--- src/rtl/ysyx_23060208_pkg.sv ---
// Shared definitions for the PC sequencer: FSM state encoding, trap cause codes
// and the default first fetch address.
package ysyx_23060208_pkg;

  typedef enum logic [2:0] {
    ST_UPDATE = 3'd0,
    ST_FETCH  = 3'd1,
    ST_WAIT   = 3'd2,
    ST_EXEC   = 3'd3,
    ST_HALT   = 3'd4
  } pc_state_e;

  localparam logic [3:0]  CAUSE_MISALIGN    = 4'd0;
  localparam logic [3:0]  CAUSE_FETCH_FAULT = 4'd1;
  localparam logic [3:0]  CAUSE_ECALL       = 4'd11;

  localparam logic [31:0] RESET_VECTOR = 32'h8000_0000;

endpackage

--- src/rtl/ysyx_23060208_next_pc_sel.sv ---
// Combinational redirect selection for a completed instruction.
// Priority: ecall, misaligned taken branch, mret, taken branch, sequential.
// ebreak is handled by the caller, which never commits a PC for it.
module ysyx_23060208_next_pc_sel
  import ysyx_23060208_pkg::*;
#(
  parameter int DATA_WIDTH = 32
) (
  input  logic [DATA_WIDTH-1:0] pc,
  input  logic                  br_taken,
  input  logic [DATA_WIDTH-1:0] br_target,
  input  logic                  ecall,
  input  logic                  mret,
  input  logic [DATA_WIDTH-1:0] mtvec,
  input  logic [DATA_WIDTH-1:0] mepc,
  output logic [DATA_WIDTH-1:0] next_pc,
  output logic                  trap,
  output logic [3:0]            cause
);

  // Priority mux; pc + 4 wraps naturally at the top of the address space
  always_comb begin
    next_pc = pc + DATA_WIDTH'(4);
    trap    = 1'b0;
    cause   = CAUSE_MISALIGN;
    if (ecall) begin
      next_pc = mtvec;
      trap    = 1'b1;
      cause   = CAUSE_ECALL;
    end else if (br_taken && (br_target[1:0] != 2'b00)) begin
      next_pc = mtvec;
      trap    = 1'b1;
      cause   = CAUSE_MISALIGN;
    end else if (mret) begin
      next_pc = mepc;
    end else if (br_taken) begin
      next_pc = br_target;
    end
  end

endmodule

--- src/rtl/ysyx_23060208_pc_ctrl.sv ---
// PC sequencer: UPDATE -> FETCH -> WAIT -> EXEC per instruction, with trap
// redirection and an ebreak halt state.
// Optional feature macro PC_CTRL_PERF_EN: enables 64-bit cycle / retired
// instruction counters; without it the perf ports are tied to zero.
module ysyx_23060208_pc_ctrl #(
  parameter int                    DATA_WIDTH   = 32,
  parameter logic [DATA_WIDTH-1:0] RESET_VECTOR = ysyx_23060208_pkg::RESET_VECTOR
) (
  input  logic                  clk,
  input  logic                  rst,
  input  logic [DATA_WIDTH-1:0] pc,
  output logic                  pc_wen,
  output logic [DATA_WIDTH-1:0] next_pc,
  output logic                  ifu_req_valid,
  output logic [DATA_WIDTH-1:0] ifu_req_addr,
  input  logic                  ifu_req_ready,
  input  logic                  ifu_resp_valid,
  input  logic [DATA_WIDTH-1:0] ifu_resp_inst,
  input  logic                  ifu_resp_err,
  output logic                  inst_valid,
  output logic [DATA_WIDTH-1:0] inst,
  output logic [DATA_WIDTH-1:0] inst_pc,
  input  logic                  exu_done,
  input  logic                  br_taken,
  input  logic [DATA_WIDTH-1:0] br_target,
  input  logic                  ecall,
  input  logic                  mret,
  input  logic                  ebreak,
  input  logic [DATA_WIDTH-1:0] mtvec,
  input  logic [DATA_WIDTH-1:0] mepc,
  output logic                  trap_valid,
  output logic [3:0]            trap_cause,
  output logic [DATA_WIDTH-1:0] trap_epc,
  output logic                  halted,
  output logic [63:0]           perf_cycle,
  output logic [63:0]           perf_instret
);
  import ysyx_23060208_pkg::*;

  pc_state_e             state_q, state_d;
  logic [DATA_WIDTH-1:0] next_pc_r, trap_epc_r, inst_r, inst_pc_r;
  logic [DATA_WIDTH-1:0] sel_next_pc;
  logic                  sel_trap, trap_valid_r;
  logic [3:0]            sel_cause, trap_cause_r;
  logic                  fetch_ok, fetch_fault, retire, commit;

  assign fetch_ok    = (state_q == ST_WAIT) && ifu_resp_valid && !ifu_resp_err;
  assign fetch_fault = (state_q == ST_WAIT) && ifu_resp_valid &&  ifu_resp_err;
  assign retire      = (state_q == ST_EXEC) && exu_done;
  assign commit      = retire && !ebreak;

  ysyx_23060208_next_pc_sel #(.DATA_WIDTH(DATA_WIDTH)) u_sel (
    .pc        (inst_pc_r),
    .br_taken  (br_taken),
    .br_target (br_target),
    .ecall     (ecall),
    .mret      (mret),
    .mtvec     (mtvec),
    .mepc      (mepc),
    .next_pc   (sel_next_pc),
    .trap      (sel_trap),
    .cause     (sel_cause)
  );

  // State register
  always_ff @(posedge clk) begin
    if (rst) state_q <= ST_UPDATE;
    else     state_q <= state_d;
  end

  // Next-state logic; a faulting fetch skips EXEC and goes straight to UPDATE
  always_comb begin
    state_d = state_q;
    unique case (state_q)
      ST_UPDATE: state_d = ST_FETCH;
      ST_FETCH:  if (ifu_req_ready) state_d = ST_WAIT;
      ST_WAIT:   if (ifu_resp_valid) state_d = ifu_resp_err ? ST_UPDATE : ST_EXEC;
      ST_EXEC:   if (exu_done) state_d = ebreak ? ST_HALT : ST_UPDATE;
      ST_HALT:   state_d = ST_HALT;
      default:   state_d = ST_UPDATE;
    endcase
  end

  // Redirect target and trap report, captured when leaving WAIT or EXEC
  always_ff @(posedge clk) begin
    if (rst) begin
      next_pc_r    <= RESET_VECTOR;
      trap_valid_r <= 1'b0;
      trap_cause_r <= CAUSE_MISALIGN;
      trap_epc_r   <= '0;
    end else begin
      trap_valid_r <= 1'b0;
      if (fetch_fault) begin
        next_pc_r    <= mtvec;
        trap_valid_r <= 1'b1;
        trap_cause_r <= CAUSE_FETCH_FAULT;
        trap_epc_r   <= pc;
      end
      if (commit) begin
        next_pc_r    <= sel_next_pc;
        trap_valid_r <= sel_trap;
        if (sel_trap) begin
          trap_cause_r <= sel_cause;
          trap_epc_r   <= inst_pc_r;
        end
      end
    end
  end

  // Fetched instruction and its PC; pure data, no reset needed
  always_ff @(posedge clk) begin
    if (fetch_ok) begin
      inst_r    <= ifu_resp_inst;
      inst_pc_r <= pc;
    end
  end

  assign pc_wen        = (state_q == ST_UPDATE) && !rst;
  assign next_pc       = next_pc_r;
  assign ifu_req_valid = (state_q == ST_FETCH) && !rst;
  assign ifu_req_addr  = pc;
  assign inst_valid    = (state_q == ST_EXEC) && !rst;
  assign inst          = inst_r;
  assign inst_pc       = inst_pc_r;
  assign trap_valid    = trap_valid_r;
  assign trap_cause    = trap_cause_r;
  assign trap_epc      = trap_epc_r;
  assign halted        = (state_q == ST_HALT) && !rst;

`ifdef PC_CTRL_PERF_EN
  logic [63:0] perf_cycle_r, perf_instret_r;

  // Cycle and retired-instruction counters; ebreak is not counted as retired
  always_ff @(posedge clk) begin
    if (rst) begin
      perf_cycle_r   <= '0;
      perf_instret_r <= '0;
    end else begin
      if (state_q != ST_HALT) perf_cycle_r <= perf_cycle_r + 64'd1;
      if (commit)             perf_instret_r <= perf_instret_r + 64'd1;
    end
  end

  assign perf_cycle   = perf_cycle_r;
  assign perf_instret = perf_instret_r;
`else
  assign perf_cycle   = '0;
  assign perf_instret = '0;
`endif

endmodule
--- config.mk ---
export PLATFORM = sky130hd
export DESIGN_NAME = ysyx_23060208_pc_ctrl
export DESIGN_NICKNAME = d
export VERILOG_FILES = /design/src/rtl/ysyx_23060208_pkg.sv /design/src/rtl/ysyx_23060208_next_pc_sel.sv /design/src/rtl/ysyx_23060208_pc_ctrl.sv
export SDC_FILE = /design/constraint.sdc
export NUM_CORES = 1
export LEC_CHECK = 0
export BUFFER_PORTS_ARGS = -buffer_cell sky130_fd_sc_hd__buf_2
export CAP_MARGIN = 20
export CORE_AREA = 5 5 181 183
export DETAILED_ROUTE_END_ITERATION = 16
export DIE_AREA = 0 0 186 188
export HOLD_SLACK_MARGIN = 0.06
export PLACE_DENSITY = 0.6
export SYNTH_ARGS = -nofsm -noshare
export SYNTH_HDL_FRONTEND = slang
export SYNTH_HIERARCHICAL = 1
export SYNTH_SLANG_ARGS = --single-unit
--- constraint.sdc ---
create_clock -name clk -period 5.4 [get_ports clk]
set_input_delay 0.27 -clock clk [delete_from_list [all_inputs] [get_ports clk]]
set_output_delay 0.27 -clock clk [all_outputs]
set_load 0.02 [all_outputs]
### After elaboration in Yosys (flattened, before gate mapping)

Index checks and enable logic that the tools add are counted.

| word-level totals | value |
|---|---|
| register bits after elaboration | 136 |
| latch bits | 0 |
| RAM bits | 0 |
| ROM bits | 0 |
| bits of input ports | 170 |
| output and inout bits | 297 |
| word-level logic and storage cells | 55 |
| memories kept | 0 |

| cells by class | value |
|---|---|
| add/sub/neg operators | 1 |
| multiply operators | 0 |
| div/mod/pow operators | 0 |
| $lt $le $gt $ge | 0 |
| eq/ne operators | 7 |
| shift-type cells | 0 |
| mux-type cells | 23 |
| bitwise logic cells | 0 |
| reduce and logical (&&, ||, !) cells | 17 |

Operators by type and width:

| cell | count |
|---|---|
| $mux 32 | 9 |
| $add 32x3->32 const B | 1 |
| $mux 4 | 4 |
| $pmux 3 s5 | 1 |
| $mux 3 | 4 |
| $logic_and 1x1->1 | 10 |
| $eq 3x2->1 const B | 2 |
| $ne 2x2->1 const B | 3 |
| $mux 1 | 4 |
| $reduce_bool 2->1 | 2 |
| $eq 3x1->1 const B | 1 |
| $eq 3x3->1 const B | 1 |
| $logic_not 1->1 | 3 |
| $logic_not 3->1 | 1 |
| $reduce_and 3->1 | 1 |
| $mux 2 | 1 |

### Longest topological paths before layout

Gate-level depths: netlist of run 1.

| depth | value |
|---|---|
| word-level depth | 6 |
| depth in mapped cells | 11 |
| depth with buffers taken out | 8 |

### By module

The synthesis of run 1 kept the hierarchy.

By module, submodules not included:

| module | instances | cells each | area each (um^2) | seq. area each (um^2) |
|---|---|---|---|---|
| ysyx_23060208_pc_ctrl | 1 | 659 | 6683.9 | 3363.2 |
| ysyx_23060208_next_pc_sel | 1 | 251 | 1524.0 | 0.0 |

### Worst setup path before layout of run 1

No wires, ideal clock.

| path | value |
|---|---|
| path kind | reg2reg |
| start point | register state_q[0] |
| end point | register inst_r[0], in the netlist inst[0] (enable) |
| library setup time | 578 ps |
| arrival | 5392 ps |
| data required time | 4822 ps |
| path slack | -570 ps |
| cell stages (with the launch flop) | 4 |
| path buffers | 1 |
| period minus slack after synthesis | 5970 ps |
| cells stage by stage | dfxtp_1 -> buf_2 -> nor3b_1 -> nor3b_1 |

| between the ends | value |
|---|---|
| longest elaborated chain between the ends | 3 |

RTL lines:

| element | RTL line | RTL |
|---|---|---|
| from (decl) | ysyx_23060208_pc_ctrl.sv:40 | `pc_state_e state_q, state_d;` |
| from (signal assigned) | ysyx_23060208_pc_ctrl.sv:68 | `else state_q <= state_d;` |
| $eq 3x2->1 | ysyx_23060208_pc_ctrl.sv:47 | `assign fetch_ok = (state_q == ST_WAIT) && ifu_resp_valid && !ifu_resp_err;` |
| $logic_and 1x1->1 (2 in series) | ysyx_23060208_pc_ctrl.sv:47 |  |
| net fetch_ok | ysyx_23060208_pc_ctrl.sv:45 | `logic fetch_ok, fetch_fault, retire, commit;` |
| to (signal assigned) | ysyx_23060208_pc_ctrl.sv:113 | `inst_r <= ifu_resp_inst;` |
| to (decl) | ysyx_23060208_pc_ctrl.sv:41 | `logic [DATA_WIDTH-1:0] next_pc_r, trap_epc_r, inst_r, inst_pc_r;` |

The timed path passes the listed nets, and every way through them passes these cells.
A chain may end at the register's enable or synchronous reset.

### Final worst setup path of run 1

| path | value |
|---|---|
| start point | register state_q[0] |
| end point | output inst_valid |

| between the ends | value |
|---|---|
| longest elaborated chain between the ends | 2 |

RTL lines:

| element | RTL line | RTL |
|---|---|---|
| $eq 3x2->1 | ysyx_23060208_pc_ctrl.sv:122 | `assign inst_valid = (state_q == ST_EXEC) && !rst;` |
| $logic_and 1x1->1 | ysyx_23060208_pc_ctrl.sv:122 |  |
| to (decl) | ysyx_23060208_pc_ctrl.sv:20 | `output logic inst_valid,` |

Every way passes these cells.

==> results.cfg, run 1 <==
[outcome]
run_status = completed

[clock_network]
clock_latency_ps = 430
cts_tree = built
cts_inserted_buffers = 17
clock_path_buffers = 2
cts_sinks = 136
clkTransAtPathRegs_ps = 70
cts_max_level = 4
post_cts_buffers = 0
cts.root.buffer_cell = clkbuf_16

[grt]
grt_start_max_net_pins = 78
grt_pass1_wl_um = 50600
antenna_found_initial = 1
grt-ovfl-total = 0
grt_pass1_vias = 8234
grt_usage_pct = 18.9

[timing]
max_clock_freq_mhz = 316
rsz0062_at_grt = no
hold_viol_final = 0
finalCriticalPeriod_ps = 3170
period_share_pct = 58.6
drv_slew = 0
tightest_slew_ps = 1060
setup_viol_count_final = 0
clock_skew_ps = 7.25
maxSlewHeadroom_pct = 29.2
fin_ws_ps = 2230
tns_ps = 0

[drt]
first_iter_violations = 675
vias = 8340
wl_um = 35300
route.detailed.drc = 0
route.antenna.remaining_nets = 0
dr.pass1.iters = 5
vias_per_cell = 5.10
post_drt_wl_per_cell_um = 21.6

[die]
die_h_um = 188
start_util_pct = 26.4
rows = 65
die_x_um = 186
die_area_um2 = 35000
coreArea_um2 = 31100
io_pins = 467

[final_layout]
drive_gt1_share_pct = 32.4
finalNetCount = 1391
area_delta_synth_final_pct = 29.0

[synth]
yosysUniqueCellTypes = 56
yosys_warnings = 6
ys_ff_latch = 136
synth-edff-count = 64
yosys.area.top_type = edfxtp_1
yosysMostFrequentCell = buf_4
synth_area_leaders = edfxtp_1, dfxtp_1, buf_4
synth_top_area_share_pct = 23.4
syn_area_um2 = 8210
synth_flop_cell = dfxtp_1
ys_seq_area_share_pct = 41.0
synth-async-reset-ratio_pct = 0
yosys-top-cells-count = buf_4, nand3_1, dfxtp_1
synth_cells = 910
synth_area_per_cell_um2 = 9.02

[worst_setup_path]
crit_path_start_kind = flip-flop
reg2reg_depth = 4
crit_fanout = 49
r2r-end = trap_epc[14]
worstSetupEndpointType = primary output
critPathRequiredTime_ps = 5130
cp.arrival_ps = 2900
reg2reg_from = state_q[0]
rrSetupSlack_ps = 2550
startpoint = state_q[0]
path_class = flip-flop to primary output

[pwr]
leakage_nw = 4.31
power.density_nw_per_um2 = 261
ir_drop_mv = 0.153

[flow_run]
drv_cap = 0

[place]
place_hpwl_um = 24800
portBuffers = 338
pre_cts_ws_ps = 2260
gp_congestion = 0.875

[min_path]
holdCritStartpoint = pc[25]
hold_class = input pin to flip-flop
worstHoldPathCells = 1
hold_end = inst_pc[25]
-- layout make-up --
type / count / area, um^2
antenna: 1 / 2.50
clock buffer: 18 / 439
multi-input combinational: 645 / 3700
clock inverter: 14 / 158
sequential: 136 / 3360
tap: 402 / 503
fill: 3212 / 20500
inverter: 11 / 41.3
timing repair buffer: 409 / 2380
-- power by group --
group	switching [mW]	internal (mW)
combinational	0.311	0.141
clock	0.561	0.634
sequential	0.0248	1.09
-- metal layers --
layer	up-vias	wire length [um]	track usage (%)	share of wire (%)
met5	-	12	0	0.034
met3	47	3300	4.83	9.4
li1	3729	-	-	-
met1	4042	14100	23.6	40
met2	520	17400	32.8	49
met4	2	450	4.12	1.3
-- state kept, by name, summed over array words and instances (netlist names) --
signal / cells
inst: 32
inst_pc: 32
next_pc: 32
trap_epc: 32
trap_cause: 4
state_q: 3
trap_valid: 1
-- critical path: stages, from the launching register on --
cell and delay [ps]:
dfxtp_2 990, buf_4 480, inv_2 310, nor4_1 420
buf_2 270
-- through the flow --
stage               power [mW]  instance area [um^2]  util, %  hold slack [ps]  std cells
floorplan                 1.48                  8690        -              369       1037
global placement          1.55                  9380     30.2              446       1543
detailed placement        1.55                  9380     30.2              448       1543
CTS                       2.78                 10600     34.0             61.9       1633
global route              2.88                 10600     34.1             62.2       1635
finish                    2.77                 10600     34.1             81.2       1636
-- how the worst max path moves through the flow --
| stage | to | slack, ps |
|---|---|---|
| floorplan | inst[0] | 1720 |
| global placement | trap_epc[20] | 2340 |
| detailed placement | trap_epc[7] | 2260 |
| CTS | inst_valid | 2180 |
| global route | inst_valid | 2100 |
| finish | inst_valid | 2230 |
-- cells in the final DEF, fill, tap and decap left out, types with 4 or more instances in the layout --
| cell | instances |
|---|---|
| a31oi_1 | 39 |
| dlygate4sd3_1 | 59 |
| o221ai_1 | 36 |
| a311oi_1 | 32 |
| xor2_1 | 17 |
| edfxtp_1 | 64 |
| inv_1 | 8 |
| clkinv_4 | 4 |
| inv_8 | 5 |
| a221o_1 | 4 |
| a21oi_1 | 19 |
| and3_1 | 9 |
| buf_2 | 337 |
| nand4_1 | 9 |
| xnor2_1 | 11 |
| conb_1 | 129 |
| nand2_1 | 41 |
| a221oi_1 | 8 |
| o22ai_1 | 14 |
| nand3_1 | 109 |
| nor2_1 | 33 |
| nand4b_1 | 6 |
| nor3_1 | 36 |
| o21ai_0 | 48 |
| buf_4 | 12 |
| clkbuf_16 | 17 |
| dfxtp_1 | 71 |
-- repair_timing --
item | CTS | global route
hold buffers | 58 | 1
endpoints found under the hold margin | 58 | 1
resized for setup | 0 | 0
-- cells by family (layout without fill, tap and decap cells) --
logic type               Yosys count  after routing  share of synthesized area (%)
buffers and inverters            256            452                           20.0
other                              2            130                         0.0915
XOR/XNOR                          28             28                           2.99
adder cells (fa/ha/maj)            1              1                          0.152
AND/OR/NAND/NOR                  266            266                           16.8
multiplexers                       3              3                          0.366
flip-flops                       136            136                           41.0
AO/OA/AOI/OAI                    218            218                           18.6
Power figures use the tool's default switching activity.
==> run 2: changes to the inputs <==
--- a/config.mk
+++ b/config.mk
@@ -7,11 +7,11 @@
 export LEC_CHECK = 0
 export BUFFER_PORTS_ARGS = -buffer_cell sky130_fd_sc_hd__buf_2
 export CAP_MARGIN = 20
-export CORE_AREA = 5 5 181 183
+export CORE_AREA = 5 5 178 180
 export DETAILED_ROUTE_END_ITERATION = 16
-export DIE_AREA = 0 0 186 188
+export DIE_AREA = 0 0 183 185
 export HOLD_SLACK_MARGIN = 0.06
-export PLACE_DENSITY = 0.6
+export PLACE_DENSITY = 0.59
 export SYNTH_ARGS = -nofsm -noshare
 export SYNTH_HDL_FRONTEND = slang
 export SYNTH_HIERARCHICAL = 1
==> constraint.sdc (replaced) <==
create_clock -name clk -period 3.2 [get_ports clk]
set_input_delay 0.16 -clock clk [delete_from_list [all_inputs] [get_ports clk]]
set_output_delay 0.16 -clock clk [all_outputs]
set_load 0.02 [all_outputs]
==> run 2 against run 1 <==
- count of clock-buffer cells in the layout rose by 1
- setup slack got worse by 1400 ps
- via count rose by 1.8%
- global-route usage rose by 1.6 points
- worst hold slack got worse by 7.3 ps
- largest power group unchanged
- critical path depth fell by 1
- critical endpoint unchanged
- total power rose by 71%
- register-to-register slack got worse by 1700 ps
- non-clock buffer count rose by 47
- clock power rose by 70%
- flip-flop and latch count did not move
- highest routed layer is now met4
- clock skew rose by 11 ps
==> results.cfg, run 2 (synthesis results as in run 1) <==
[place]
gp_congestion = 0.806
portBuffers = 338
pre_cts_ws_ps = 861
place_hpwl_um = 26500

[worst_setup_path]
reg2reg_from = inst_pc[2]
r2r-end = next_pc[18]
worst-path-buf-inv = 2
cp_slowest_cell = dfxtp_2
path_delay_family = flip-flops
critPathRequiredTime_ps = 3040
crit_path_start_kind = flip-flop
startpoint = state_q[0]
cp.arrival_ps = 2250
cp.depth = 3
crit_fanout = 33
rrSetupSlack_ps = 870
slowest_delay_ps = 810
cp-endpoint = inst_valid
worstSetupEndpointType = primary output
reg2reg_depth = 8
path_class = flip-flop to primary output
crit_chain = inv_2, nor4_1, buf_2

[die]
die_x_um = 183
rows = 64
io_pins = 467
die_area_um2 = 33900
start_util_pct = 27.3
coreArea_um2 = 30000
die_h_um = 185

[timing]
setup_viol_count_final = 0
finalCriticalPeriod_ps = 2410
tns_ps = 0
fin_ws_ps = 791
hold_viol_final = 0
maxSlewHeadroom_pct = 37.3
period_share_pct = 75.3
clock_skew_ps = 17.8
tightest_slew_ps = 940
max_clock_freq_mhz = 415
drv_slew = 0
rsz0062_at_grt = no

[final_layout]
mostFrequentLayoutCells = buf_2, conb_1, nand3_1
fillers = 3088
seq_area_um2 = 3360
multi_input_area_um2 = 3700
antenna_cells = 0
finalNetCount = 1438
drive_gt1_share_pct = 32.0
final_common_cell = buf_2
area_delta_synth_final_pct = 34.1

[clock_network]
cts.root.buffer_cell = clkbuf_16
cts_sinks = 136
cts_inserted_buffers = 17
clock_path_buffers = 2
clock_latency_ps = 430
clkTransAtPathRegs_ps = 70
cts_tree = built
cts_max_level = 4
post_cts_buffers = 0

[drt]
dr.pass1.iters = 6
wl_um = 37100
vias_per_cell = 5.07
route.detailed.drc = 0
route.antenna.remaining_nets = 0
post_drt_wl_per_cell_um = 22.2
first_iter_violations = 716
vias = 8489

[grt]
grt-ovfl-total = 0
grt_usage_pct = 20.5
antenna_found_initial = 0
grt_start_max_net_pins = 78
grt_pass1_wl_um = 53300
grt_pass1_vias = 8355

[pwr]
ir_drop_mv = 0.290
leakage_nw = 4.50
power.density_nw_per_um2 = 430

[min_path]
hold_class = input pin to flip-flop
holdCritStartpoint = mtvec[30]

[flow_run]
drv_cap = 0

[outcome]
run_status = completed
[run 2: layer usage]
layer / up-vias / track usage, % / part of all wire [%]
li1: 3833 / - / -
met1: 4065 / 25.3 / 40
met2: 552 / 36.4 / 50
met3: 39 / 5.07 / 8.8
met4: 0 / 4.41 / 1.4
met5: - / 0 / 0
[run 2: layout make-up]
cell class	count	area share, %
clock buffer	19	4.13
timing repair buffer	456	25.7
multi-input combinational	645	33.6
clock inverter	13	1.11
sequential	136	30.6
inverter	11	0.375
tap	396	4.50
[run 2: worst register-to-register path, delay by kind of cell (launching register included)]
kind,cells,cell delay (ps)
XOR/XNOR,1,390
adder cells (fa/ha/maj),1,220
AO/OA/AOI/OAI,2,220
flip-flops,1,440
AND/OR/NAND/NOR,4,890
[run 2: per-stage QoR]
step / cells / hold slack [ps] / power (mW) / cell area, um^2 / utilization (%)
after global routing: 1676 / 103 / 4.90 / 11000 / 36.7
after detailed placement: 1549 / 338 / 2.64 / 9480 / 31.6
final: 1676 / 73.9 / 4.73 / 11000 / 36.7
after floorplan: 1037 / 259 / 2.49 / 8700 / -
after global placement: 1549 / 336 / 2.64 / 9480 / 31.6
after CTS: 1676 / 64.6 / 4.76 / 11000 / 36.7
[run 2: report_power, final]
part	switching (mW)	leakage (nW)	internal [mW]
logic	0.551	3.06	0.275
registers	0.0335	1.16	1.85
clock network	0.939	0.283	1.08
[run 2: repair_timing]
| item | CTS | global route |
|---|---|---|
| setup endpoints to repair | 0 | 0 |
| hold endpoints to repair | 111 | 0 |
| hold buffers | 95 | 0 |
| gates resized for setup | 0 | 0 |
[run 2: worst min path at each step]
stage,cells past startpoint,to
final,3,next_pc[30]
after global routing,3,next_pc[31]
after CTS,3,next_pc[30]
after detailed placement,1,inst[15]
after global placement,1,inst[4]
after floorplan,0,inst[0]
